[src/rtl/mult8_seq_pkg.sv]
// Shared types and derived sizes for the sequential 8x8 multiplier.
package mult8_seq_pkg;

  localparam int unsigned WIDTH = 8;
  localparam int unsigned SLICE = 2;
  localparam int unsigned STEPS = WIDTH / SLICE;
  localparam int unsigned SKW   = $clog2(STEPS);
  localparam int unsigned PW    = 2 * WIDTH;
  localparam int unsigned PPW   = WIDTH + SLICE;

  typedef enum logic [1:0] {
    IDLE = 2'd0,
    RUN  = 2'd1,
    DONE = 2'd2
  } state_e;

  // The first slice processed can be at most the last one, so at least one RUN edge occurs.
  function automatic logic [SKW-1:0] clamp_skip(input logic [SKW-1:0] s);
    if (32'(s) > STEPS - 1) begin
      return SKW'(STEPS - 1);
    end
    return s;
  endfunction

endpackage

[src/rtl/mult8_seq_ctrl_if.sv]
// Request/response handshake bundle between requester, sequencer and consumer.
import mult8_seq_pkg::*;

interface mult8_seq_ctrl_if;
  logic             in_valid;
  logic             in_ready;
  logic [WIDTH-1:0] in_a;
  logic [WIDTH-1:0] in_b;
  logic [SKW-1:0]   in_skip;
  logic             out_valid;
  logic             out_ready;
  logic [PW-1:0]    out_p;

  modport slave (
    input  in_valid, in_a, in_b, in_skip, out_ready,
    output in_ready, out_valid, out_p
  );

  modport master (
    output in_valid, in_a, in_b, in_skip, out_ready,
    input  in_ready, out_valid, out_p
  );
endinterface

[src/rtl/mult8_pp_slice.sv]
// Combinational partial product of the full multiplicand and one multiplier slice.
import mult8_seq_pkg::*;

module mult8_pp_slice (
  input  logic [WIDTH-1:0] a_i,
  input  logic [SLICE-1:0] bs_i,
  output logic [PPW-1:0]   pp_o
);

  assign pp_o = PPW'(a_i) * PPW'(bs_i);

endmodule

[src/rtl/mult8_seq_ctrl.sv]
// Multi-cycle unsigned multiplier: one B slice per cycle through a shared slice,
// with an optional count of low slices skipped for approximate results.
import mult8_seq_pkg::*;

module mult8_seq_ctrl (
  input  logic             clk,
  input  logic             rst,
  mult8_seq_ctrl_if.slave  bus,
  output logic             busy
);

  state_e           state_q;
  logic [WIDTH-1:0] a_q;
  logic [WIDTH-1:0] b_q;
  logic [SKW-1:0]   idx_q;
  logic [PW-1:0]    acc_q;
  logic [PW-1:0]    acc_d;
  logic [PW-1:0]    out_p_q;
  logic             out_valid_q;
  logic [SLICE-1:0] bs;
  logic [PPW-1:0]   pp;

  assign bs = b_q[SLICE*idx_q +: SLICE];

  mult8_pp_slice u_pp (
    .a_i  (a_q),
    .bs_i (bs),
    .pp_o (pp)
  );

  // Shifted partial product for the current slice added into the running sum.
  assign acc_d = acc_q + (PW'(pp) << (SLICE * idx_q));

  assign bus.in_ready  = (state_q == IDLE) && !rst;
  assign bus.out_valid = out_valid_q;
  assign bus.out_p     = out_p_q;
  assign busy          = (state_q != IDLE) && !rst;

  always_ff @(posedge clk) begin
    if (rst) begin
      state_q     <= IDLE;
      a_q         <= '0;
      b_q         <= '0;
      idx_q       <= '0;
      acc_q       <= '0;
      out_p_q     <= '0;
      out_valid_q <= 1'b0;
    end else begin
      case (state_q)
        IDLE: begin
          if (bus.in_valid) begin
            a_q     <= bus.in_a;
            b_q     <= bus.in_b;
            idx_q   <= clamp_skip(bus.in_skip);
            acc_q   <= '0;
            state_q <= RUN;
          end
        end
        RUN: begin
          if (idx_q == SKW'(STEPS - 1)) begin
            out_p_q     <= acc_d;
            out_valid_q <= 1'b1;
            state_q     <= DONE;
          end else begin
            acc_q <= acc_d;
            idx_q <= idx_q + SKW'(1);
          end
        end
        DONE: begin
          if (bus.out_ready) begin
            out_valid_q <= 1'b0;
            state_q     <= IDLE;
          end
        end
        default: state_q <= IDLE;
      endcase
    end
  end

endmodule

[src/flat_wrapper.sv]
// flat-port wrapper written by rule: the top's interface ports become plain ports
module mult8_seq_ctrl_flat 
  (clk, rst, busy, bus_in_valid, bus_in_a, bus_in_b, bus_in_skip, bus_out_ready, bus_in_ready, bus_out_valid, bus_out_p);
  mult8_seq_ctrl_if bus_i ();
  input  logic clk;
  input  logic rst;
  output logic busy;
  input wire logic [$bits(bus_i.in_valid)-1:0] bus_in_valid;
  input wire logic [$bits(bus_i.in_a)-1:0] bus_in_a;
  input wire logic [$bits(bus_i.in_b)-1:0] bus_in_b;
  input wire logic [$bits(bus_i.in_skip)-1:0] bus_in_skip;
  input wire logic [$bits(bus_i.out_ready)-1:0] bus_out_ready;
  output wire logic [$bits(bus_i.in_ready)-1:0] bus_in_ready;
  output wire logic [$bits(bus_i.out_valid)-1:0] bus_out_valid;
  output wire logic [$bits(bus_i.out_p)-1:0] bus_out_p;
  assign bus_i.in_valid = bus_in_valid;
  assign bus_i.in_a = bus_in_a;
  assign bus_i.in_b = bus_in_b;
  assign bus_i.in_skip = bus_in_skip;
  assign bus_i.out_ready = bus_out_ready;
  assign bus_in_ready = bus_i.in_ready;
  assign bus_out_valid = bus_i.out_valid;
  assign bus_out_p = bus_i.out_p;
  mult8_seq_ctrl u_core (.clk(clk), .rst(rst), .bus(bus_i), .busy(busy));
endmodule
[config.mk]
export PLATFORM = sky130hd
export DESIGN_NAME = mult8_seq_ctrl_flat
export DESIGN_NICKNAME = d
export VERILOG_FILES = /design/src/rtl/mult8_seq_pkg.sv /design/src/rtl/mult8_seq_ctrl_if.sv /design/src/rtl/mult8_pp_slice.sv /design/src/rtl/mult8_seq_ctrl.sv /design/src/flat_wrapper.sv
export SDC_FILE = /design/constraint.sdc
export NUM_CORES = 1
export LEC_CHECK = 0
export CAP_MARGIN = 20
export CORE_ASPECT_RATIO = 1.4
export CORE_MARGIN = 2
export CORE_UTILIZATION = 31
export CTS_CLUSTER_SIZE = 16
export DETAILED_ROUTE_END_ITERATION = 10
export PLACE_DENSITY = 0.5
export RECOVER_POWER = 25
export REMOVE_ABC_BUFFERS = 1
export SYNTH_ARGS = -nofsm -noshare
export SYNTH_HDL_FRONTEND = slang
export SYNTH_HIERARCHICAL = 1
export SYNTH_SLANG_ARGS = --single-unit
[constraint.sdc]
create_clock -name clk -period 10.93 [get_ports clk]
set_input_delay 1.6395 -clock clk [delete_from_list [all_inputs] [get_ports clk]]
set_output_delay 1.6395 -clock clk [all_outputs]
set_load 0.03 [all_outputs]
==> results of run 1 <==
==> path summary, 6_finish.rpt <==
path | cells after the start | slack, ns | endpoint | startpoint
max | 15 | 5.43 | u_core/acc_q[14] | u_core/idx_q[0]
max reg2reg | 15 | 5.43 | u_core/acc_q[14] | u_core/idx_q[0]
min | 2 | 0.45 | u_core/b_q[5] | u_core/b_q[5]
min reg2reg | 2 | 0.45 | u_core/b_q[5] | u_core/b_q[5]
==> cells by family (layout without fill, tap and decap cells) <==
family | count (synthesis) | count (layout) | synth area share, %
and+or+nand+nor | 183 | 183 | 25.2
AOI/OAI and AO/OA | 122 | 122 | 22.7
DFF | 53 | 53 | 30.3
buffers and inverters | 30 | 52 | 3.93
adders and majority gates | 25 | 25 | 9.36
xor gates and xnor gates | 15 | 15 | 3.75
muxes | 14 | 14 | 4.79
==> routing by layer <==
| metal | vias up | global-route usage (%) |
|---|---|---|
| li1 | 1639 | - |
| met1 | 1480 | 18.4 |
| met2 | 65 | 26.8 |
| met3 | 11 | 2.31 |
| met4 | 0 | 5.54 |
| met5 | - | 0 |
==> area by class of cell <==
class / instances / share of cell area [%]
Multi-Input combinational cell: 359 / 56.1
Sequential cell: 53 / 25.8
Timing Repair Buffer: 42 / 9.99
Tap cell: 141 / 4.30
Clock buffer: 7 / 3.47
Inverter: 3 / 0.274
==> power groups by stage <==
stage	Sequential [mW]	Combinational [mW]	Clock (mW)
after floorplan	0.212	0.0415	0
after global placement	0.214	0.0662	0
after CTS	0.210	0.0670	0.165
after detailed placement	0.214	0.0667	0
after global routing	0.212	0.0739	0.173
final	0.210	0.0658	0.157
==> worst max-delay path: cells and delay by family (launching register included) <==
kind	cells	cell delay (ns)
AND/OR/NAND/NOR	2	0.31
multiplexers	3	1.01
adder cells (fa/ha/maj)	3	1.00
AO/OA/AOI/OAI	7	2.11
flip-flops	1	0.95
==> cell usage in the layout, fill, tap and decap left out, drive strengths merged, types with 3 or more instances in the layout <==
cell	n
nand2	74
dfxtp	53
a21oi	50
clkdlybuf4s50	37
nor2	25
ha	23
nand3	21
o21ai	21
and2	20
mux2i	10
nor3	9
xnor2	8
a21o	8
xor2	7
clkbuf	7
and3	7
nor2b	6
nand4	5
o211ai	5
a211oi	4
a22oi	4
nand2b	3
or3	3
inv	3
a221oi	3
or4	3
buf	3
==> stage by stage <==
step                utilization [%]  worst slack, ns  hold WS, ns
global placement               36.3             5.59        0.443
floorplan                         -             6.09        0.427
finish                         37.6             5.43        0.455
CTS                            37.6             5.43        0.455
detailed placement             36.3             5.43        0.446
global route                   37.6             4.94        0.483
==> flip-flops by register name (all words and copies together) (netlist names) <==
| name | cells |
|---|---|
| u_core/bus.out_p | 16 |
| u_core/idx_q | 2 |
| u_core/b_q | 8 |
| u_core/acc_q | 16 |
| u_core/state_q | 2 |
| u_core/a_q | 8 |
| u_core/bus.out_valid | 1 |
==> metrics.txt, run 1 <==
Comb power frac 15.2%; clk_skew 0.00615 ns; Synth top area share 30.3%; met3 WL 254 microns; kind of critical path reg -> reg; area of the multi-input gates 2300 sq um; Hold Crit Class reg -> reg; Ys Warns 6; CTS tree built; grt total ovfl 0; largest net degree at the start of global routing 51; Detailed Routing Iterations Pass 1 6; LEAKAGE 1.57 nW; RSZ-0062 raised after global routing false; root buffer cell clkbuf_16; Slew HR 36.2%; Sink Count 53; share of cells above drive strength 1 5.39%; Req. time, crit path 11.11 ns; clock slew at reported path FFs 0.07 ns; CP startpoint kind flip-flop; Final Cell Area 4110 sq um; P_int 0.317 mW; Synth Instances 442; I/O Buffers 40; period utilisation layout 50.3%; Clk network pwr share 36.3%; Seq/Total Area, Yosys 30.3%; Sw Ratio 26.6%; Max stage delay on crit path 0.95 ns; Synth Register Bits 53; Final nets 511; Final Hold Viols 0; count of final max-slew check failures 0; Via-to-Cell Ratio 5.28; total CTS buffers 5; Initial Util 32.1%; Critical Path Slowest Stage Cell dfxtp_1; Main synth FF type dfxtp_1; Iter 0 DRT Violations 171; area of the die 12200 sq um; Sequential cell area 1060 sq um; fmax 182 MHz; critical path endpoint category flip-flop; Tot Pwr 0.432 mW; per-cell routed wire length 14.6 microns; Finish-stage setup viols 0; total length of routed wires 8820 microns; CP Cell Sequence mux4_2, and2_1, ha_1, fa_1, a21o_1, a311o_1, a221oi_2, mux2i_1, mux2i_1, ha_1, a21oi_1, o21ai_0, a221oi_1, nand3_1, a32o_1; most common cell in the netlist nand2_1; Post-synth top cells nand2_1 (74), dfxtp_1 (53), a21oi_1 (50); vias 3195; post-cts sizing count 0; Post-DP HPWL 6740 microns; Filler Cell Count 1187; Tmin final 5.50 ns; distinct cell type count after synthesis 64; Post-DRT Antenna Nets 0; Cell Rows 45; ant diodes 0; Area Growth Syn to Fin 17.2%; gpl congestion 0.864; FFs w/ async S/R, synth 0%; gr usage total 15.1%; Worst-Skew Late Latency 0.29 ns; max-cap violations 0; H-tree levels 2; fin cells 605; first-pass GRT wire length 14800 microns; mapped cell area 3500 sq um; Die W 93.8 microns; Switch Pwr 0.115 mW; Yosys top cell by area dfxtp_1; worst IR drop on VDD 0.0733 mV; M1 WL 3810 microns; Max clock buf depth 2; CP max FO 25; setup bufs post-CTS 0; DIE HEIGHT 130 microns; CP Data Arrival Time 5.68 ns; outcome complete, no violations; hold_buf cts 0; Post-synth EDFFs 0; Avg Inst Size Synth 7.93 sq um; number of I/O pins 41; Cells after DPL 598; Pwr Density 105 nW/um^2; core area 10900 sq um; dpl cell area 3960 sq um; Sequential Power Share 48.5%; Top Metal Used met4; vias in the first global route 2994; metal2 WL 4560 microns; DRC Markers 0; Worst-Margin Slew 0.956 ns; initial antenna violation count 0; top cells by area, synth dfxtp_1 (30%), ha_1 (8.2%), nand2_1 (7.9%); Setup TNS 0 ns
Note: power is estimated with default switching activity, not from simulation.
==> run 2, diff against run 1 <==
Settings changed: PLACE_DENSITY 0.5 to 0.52.
Clock period 10.93 ns to 4.5 ns, I/O delays scaled along.
==> run 2 against run 1 <==
  * Clock-buffer cell count down 2
  * Non-clock buffer count increased by 22
  * Clock power grew 150%
  * Register-to-register slack got worse by 5.3 ns
  * Critical endpoint is now u_core/bus.out_p[15]
  * Largest power group unchanged
==> metrics.txt, run 2 (synthesized netlist as in run 1, its figures left out) <==
H-tree levels 2 (unchanged); I/O Buffers 40 (unchanged); Via-to-Cell Ratio 5.33 (+1.0%); largest net degree at the start of global routing 28 (-45%); core area 10900 sq um (unchanged); vias in the first global route 3225 (+7.7%); Tmin final 4.34 ns (-1.16 ns); max-cap violations 0 (unchanged); Final nets 533 (+4.3%); Worst-Margin Slew 0.894 ns (-0.0624 ns); gpl congestion 0.927 (+7.3%); worst IR drop on VDD 0.136 mV (+86%); Tot Pwr 1.08 mW (+150%); Final Hold Viols 0 (unchanged); dpl cell area 4100 sq um (+3.4%); total CTS buffers 5 (unchanged); vias 3350 (+4.9%); CP Data Arrival Time 4.54 ns (-1.14 ns); first-pass GRT wire length 15300 microns (+4.0%); Iter 0 DRT Violations 99 (-42%); most frequent cells in the layout nand2_1 (74), dfxtp_1 (52), a21oi_1 (48); Cell Rows 45 (unchanged); gr usage total 15.7% (+0.58 points); clk_skew 0.00780 ns (+0.00165 ns); commonest non-fill, non-tap cell in the layout nand2_1; clock slew at reported path FFs 0.08 ns (about the same); Req. time, crit path 4.69 ns (-6.42 ns); LEAKAGE 1.67 nW (+6.0%); Die W 93.8 microns (unchanged); DIE HEIGHT 130 microns (unchanged); DRC Markers 0 (unchanged); Pwr Density 247 nW/um^2 (+140%); Worst-Skew Late Latency 0.30 ns (about the same); RSZ-0062 raised after global routing true; Initial Util 32.1% (unchanged); Post-DRT Antenna Nets 0 (unchanged); share of cells above drive strength 1 12.9% (+7.5 points); fmax 230 MHz (+27%); Area Growth Syn to Fin 24.7%; period utilisation layout 96.5% (+46 points); critical path endpoint category flip-flop; ant diodes 0 (unchanged); Post-DP HPWL 6960 microns (+3.3%); Filler Cell Count 1131 (-4.7%); Finish-stage setup viols 0 (unchanged); Sink Count 53 (unchanged); total length of routed wires 9190 microns (+4.1%); number of I/O pins 41 (unchanged); count of final max-slew check failures 0 (unchanged); Slew HR 40.3% (+4.1 points); CTS tree built; Final Cell Area 4370 sq um (+6.4%); area of the die 12200 sq um (unchanged); root buffer cell clkbuf_16; CP max FO 7 (-72%); Hold Crit Class reg -> reg; CP startpoint kind flip-flop; kind of critical path reg -> reg; initial antenna violation count 0 (unchanged); per-cell routed wire length 14.6 microns (+0.30%); grt total ovfl 0 (unchanged); outcome complete, no violations; Max clock buf depth 2 (unchanged); Detailed Routing Iterations Pass 1 4 (-2)
run 2: cell count changes in the layout (fill, tap and decap cells not counted), sizes merged:
cell and delta:
clkinvlp +1, dlygate4sd3 -2, clkbuf -2, clkdlybuf4s50 +2, buf +22, clkinv +2
run 2: worst max-delay path, cell delays in order (launching register included):
cell	delay (ns)
dfxtp_4	0.37
mux4_2	0.51
buf_4	0.17
and2_1	0.16
ha_4	0.26
o211ai_1	0.29
o211a_1	0.22
o211ai_1	0.10
buf_4	0.16
mux2_2	0.27
nor2_1	0.09
a21oi_1	0.05
ha_2	0.41
and3_4	0.20
nand2_1	0.05
or4_4	0.51
a211o_1	0.27
o2111a_1	0.13
run 2: through the flow:
| step | setup slack (ns) | hold WS (ns) | utilization, % | setup TNS [ns] | std cells |
|---|---|---|---|---|---|
| after floorplan | -0.335 | 0.427 | - | -1.66 | 415 |
| after global placement | 0.0897 | 0.443 | 37.5 | 0 | 616 |
| after detailed placement | -0.0292 | 0.450 | 37.5 | -0.0315 | 616 |
| after CTS | 0.000626 | 0.460 | 38.9 | 0 | 624 |
| after global routing | -0.0534 | 0.487 | 40.0 | -0.177 | 628 |
| final | 0.159 | 0.459 | 40.0 | 0 | 628 |
run 2: worst paths after layout:
kind | start | endpoint | slack (ns) | cells after the start
setup / recovery | u_core/idx_q[0] | u_core/bus.out_p[15] | 0.16 | 17
hold / removal | u_core/bus.out_p[5] | u_core/bus.out_p[5] | 0.46 | 2
setup reg to reg | u_core/idx_q[0] | u_core/bus.out_p[15] | 0.16 | 17
hold reg to reg | u_core/bus.out_p[5] | u_core/bus.out_p[5] | 0.46 | 2
run 2: per-layer routing:
layer,vias up,GRT usage [%],part of all wire [%]
met5,-,0,0
met4,0,7.08,3.1
met3,18,2.37,3.6
met2,76,28.8,52
met1,1572,17.8,41
li1,1684,-,-
run 2: final cells by class:
cell class	count	area, sq um	share of cell area [%]
clock inverters	3	17.5	0.401
flip-flops and latches	53	1060	24.4
well taps	141	176	4.04
clock buffers	5	125	2.86
inverters	3	11.3	0.258
repair buffers	64	576	13.2
multi-input cells	359	2400	54.9
run 2: repair_timing:
| action | 4_1_cts | 5_1_grt |
|---|---|---|
| hold buffers | 0 | 0 |
| setup buffers | 0 | 4 |
| pin swaps | 0 | 10 |
| endpoints found under the setup margin | 3 | 13 |
| resized for setup | 2 | 19 |
run 2: power by group:
group | switching [mW] | internal, mW
registers | 0.0114 | 0.485
clock network | 0.184 | 0.205
logic | 0.112 | 0.0848
total | 0.307 | 0.774
==> run 3, diff against run 2 <==
Settings changed: REMOVE_ABC_BUFFERS 1 to default.
==> run 3 against run 2 <==
  * Flip-flop and latch count unchanged
  * Clock-buffer cell count up 2
  * Critical path depth down 2
  * Largest cell class unchanged
  * Fmax up 1.4%
==> metrics.txt, run 3 (synthesized netlist as in run 1, its figures left out) <==
area of the die 12200 sq um (unchanged); worst IR drop on VDD 0.118 mV (-13%); DIE HEIGHT 130 microns (unchanged); Final Worst Setup Slack 0.218 ns (+0.0584 ns); I/O Buffers 40 (unchanged); Max stage delay on crit path 0.52 ns (about the same); Sw Ratio 27.6% (-0.80 points); Clk network pwr share 37.9% (+2.0 points); Area Growth Syn to Fin 25.6%; Cell Rows 45 (unchanged); CP startpoint kind flip-flop; Post-DRT Antenna Nets 0 (unchanged); CP max FO 4 (-3); Finish-stage setup viols 0 (unchanged); share of cells above drive strength 1 13.4% (+0.48 points); fmax 234 MHz (+1.4%); commonest non-fill, non-tap cell in the layout nand2_1; Final nets 538 (+0.94%); max-cap violations 0 (unchanged); vias in the first global route 3262 (+1.1%); Pwr Density 253 nW/um^2 (+2.4%); core area 10900 sq um (unchanged); Iter 0 DRT Violations 177 (+79%); grt total ovfl 0 (unchanged); M1 WL 4270 microns (+12%); Req. time, crit path 4.69 ns (about the same); Post-DP HPWL 7410 microns (+6.4%); vias 3333 (-0.51%); hold_buf cts 0 (unchanged); count of final max-slew check failures 0 (unchanged); most frequent cells in the layout nand2_1 (74), dfxtp_1 (52), a21oi_1 (46); root buffer cell clkbuf_16; CP Cell Sequence mux4_2, and2_1, ha_1, fa_2, a21o_1, a311o_1, a221oi_2, mux2i_1, a21oi_1, ha_1, and3_2, nand2_1, or4_4, a21o_1, a32o_1; crit-path leading delay family compound AO/OA/AOI/OAI gates; outcome complete, no violations; Die W 93.8 microns (unchanged); Post-Syn Nets 489; Top Metal Used met4; Critical Path Slowest Stage Cell mux4_2; Util after Layout 40.3% (+0.29 points); Via-to-Cell Ratio 5.27 (-1.3%); Max clock buf depth 2 (unchanged); clk_skew 0.00884 ns (+0.00104 ns); Comb power frac 17.5% (-0.7 points); largest net degree at the start of global routing 28 (unchanged); Tmin final 4.28 ns (-0.0584 ns); CP Data Arrival Time 4.47 ns (-0.07 ns); clock slew at reported path FFs 0.07 ns (about the same); gr usage total 16.2% (+0.45 points); H-tree levels 2 (unchanged); Initial Util 32.1% (unchanged); gpl congestion 0.891 (-3.9%); LEAKAGE 1.72 nW (+2.8%); WHS 0.458 ns (-0.000900 ns); Buf/Inv on CP 0 (-2); total CTS buffers 5 (unchanged); Worst-Margin Slew 0.687 ns (-0.207 ns); ant diodes 0 (unchanged); P_int 0.807 mW (+4.2%); Sink Count 53 (unchanged); Tot Pwr 1.11 mW (+3.1%); total length of routed wires 9590 microns (+4.4%); Worst-Skew Late Latency 0.30 ns (about the same); Switch Pwr 0.308 mW (+0.18%); CTS tree built; per-cell routed wire length 15.1 microns (+3.6%); post-place setup slack 0.0185 ns (+0.0477 ns); Hold Crit Class reg -> reg; first-pass GRT wire length 15800 microns (+3.1%); metal2 WL 4830 microns (+1.3%); period utilisation layout 95.2% (-1.3 points); Final Hold Viols 0 (unchanged); DRC Markers 0 (unchanged); number of I/O pins 41 (unchanged); Slew HR 53.8% (+14 points); Setup TNS 0 ns (unchanged); critical path endpoint category flip-flop; RSZ-0062 raised after global routing false; met3 WL 268 microns (-18%); kind of critical path reg -> reg; Detailed Routing Iterations Pass 1 4 (unchanged); initial antenna violation count 0 (unchanged); Sequential Power Share 44.6% (-1.3 points)
## run 3: cell count changes in the layout (fill, tap and decap cells not counted), moves of 2 or more
cell	delta
a21oi_1	-2
a21oi_2	+2
buf_4	+5
clkbuf_8	+2
clkinv_2	-2
ha_1	+4
ha_2	-2
ha_4	-2
## run 3: area by class of cell
cell class | count | area, sq um
Sequential cell | 53 | 1060
Fill cell | 1168 | 6520
Timing Repair Buffer | 69 | 613
Clock buffer | 7 | 153
Tap cell | 141 | 176
Clock inverter | 1 | 8.76
Multi-Input combinational cell | 359 | 2370
Inverter | 3 | 11.3
## run 3: worst register-to-register path: stages (launching register included)
cell and delay, ns:
dfxtp_4 0.37, mux4_2 0.52, and2_1 0.16, ha_1 0.22, fa_2 0.35, a21o_1 0.19, a311o_1 0.37, a221oi_2 0.28
mux2i_1 0.13, a21oi_1 0.18, ha_1 0.23, and3_2 0.21, nand2_1 0.05, or4_4 0.50, a21o_1 0.18, a32o_1 0.23
## run 3: stage by stage
stage	instances	area [sq um]
after floorplan	442	3510
after global placement	625	4170
after detailed placement	625	4170
after CTS	633	4340
after global routing	633	4400
final	633	4400
## run 3: power by group through the flow
stage | combinational (mW) | clock [mW] | sequential [mW]
after floorplan | 0.126 | 0 | 0.504
after global placement | 0.191 | 0 | 0.507
after detailed placement | 0.192 | 0 | 0.508
after CTS | 0.193 | 0.434 | 0.497
after global routing | 0.217 | 0.454 | 0.500
final | 0.195 | 0.422 | 0.497
## run 3: path summary, 6_finish.rpt
| check | slack [ns] | end | cells past startpoint | start |
|---|---|---|---|---|
| max | 0.22 | u_core/acc_q[15] | 15 | u_core/idx_q[0] |
| min | 0.46 | u_core/bus.out_p[6] | 2 | u_core/bus.out_p[6] |
| max reg2reg | 0.22 | u_core/acc_q[15] | 15 | u_core/idx_q[0] |
| min reg2reg | 0.46 | u_core/bus.out_p[6] | 2 | u_core/bus.out_p[6] |
## run 3: metal layers
metal / GRT usage [%] / vias to the layer above
li1: - / 1696
met1: 19.6 / 1568
met2: 28.5 / 56
met3: 2.54 / 13
met4: 6.22 / 0
met5: 0 / -
## run 3: repair_timing
item | 4_1_cts | 5_1_grt
endpoints found under the setup margin | 1 | 15
setup buffers | 0 | 0
hold endpoints to repair | 0 | 0
pin swaps | 0 | 3
resized for setup | 1 | 17
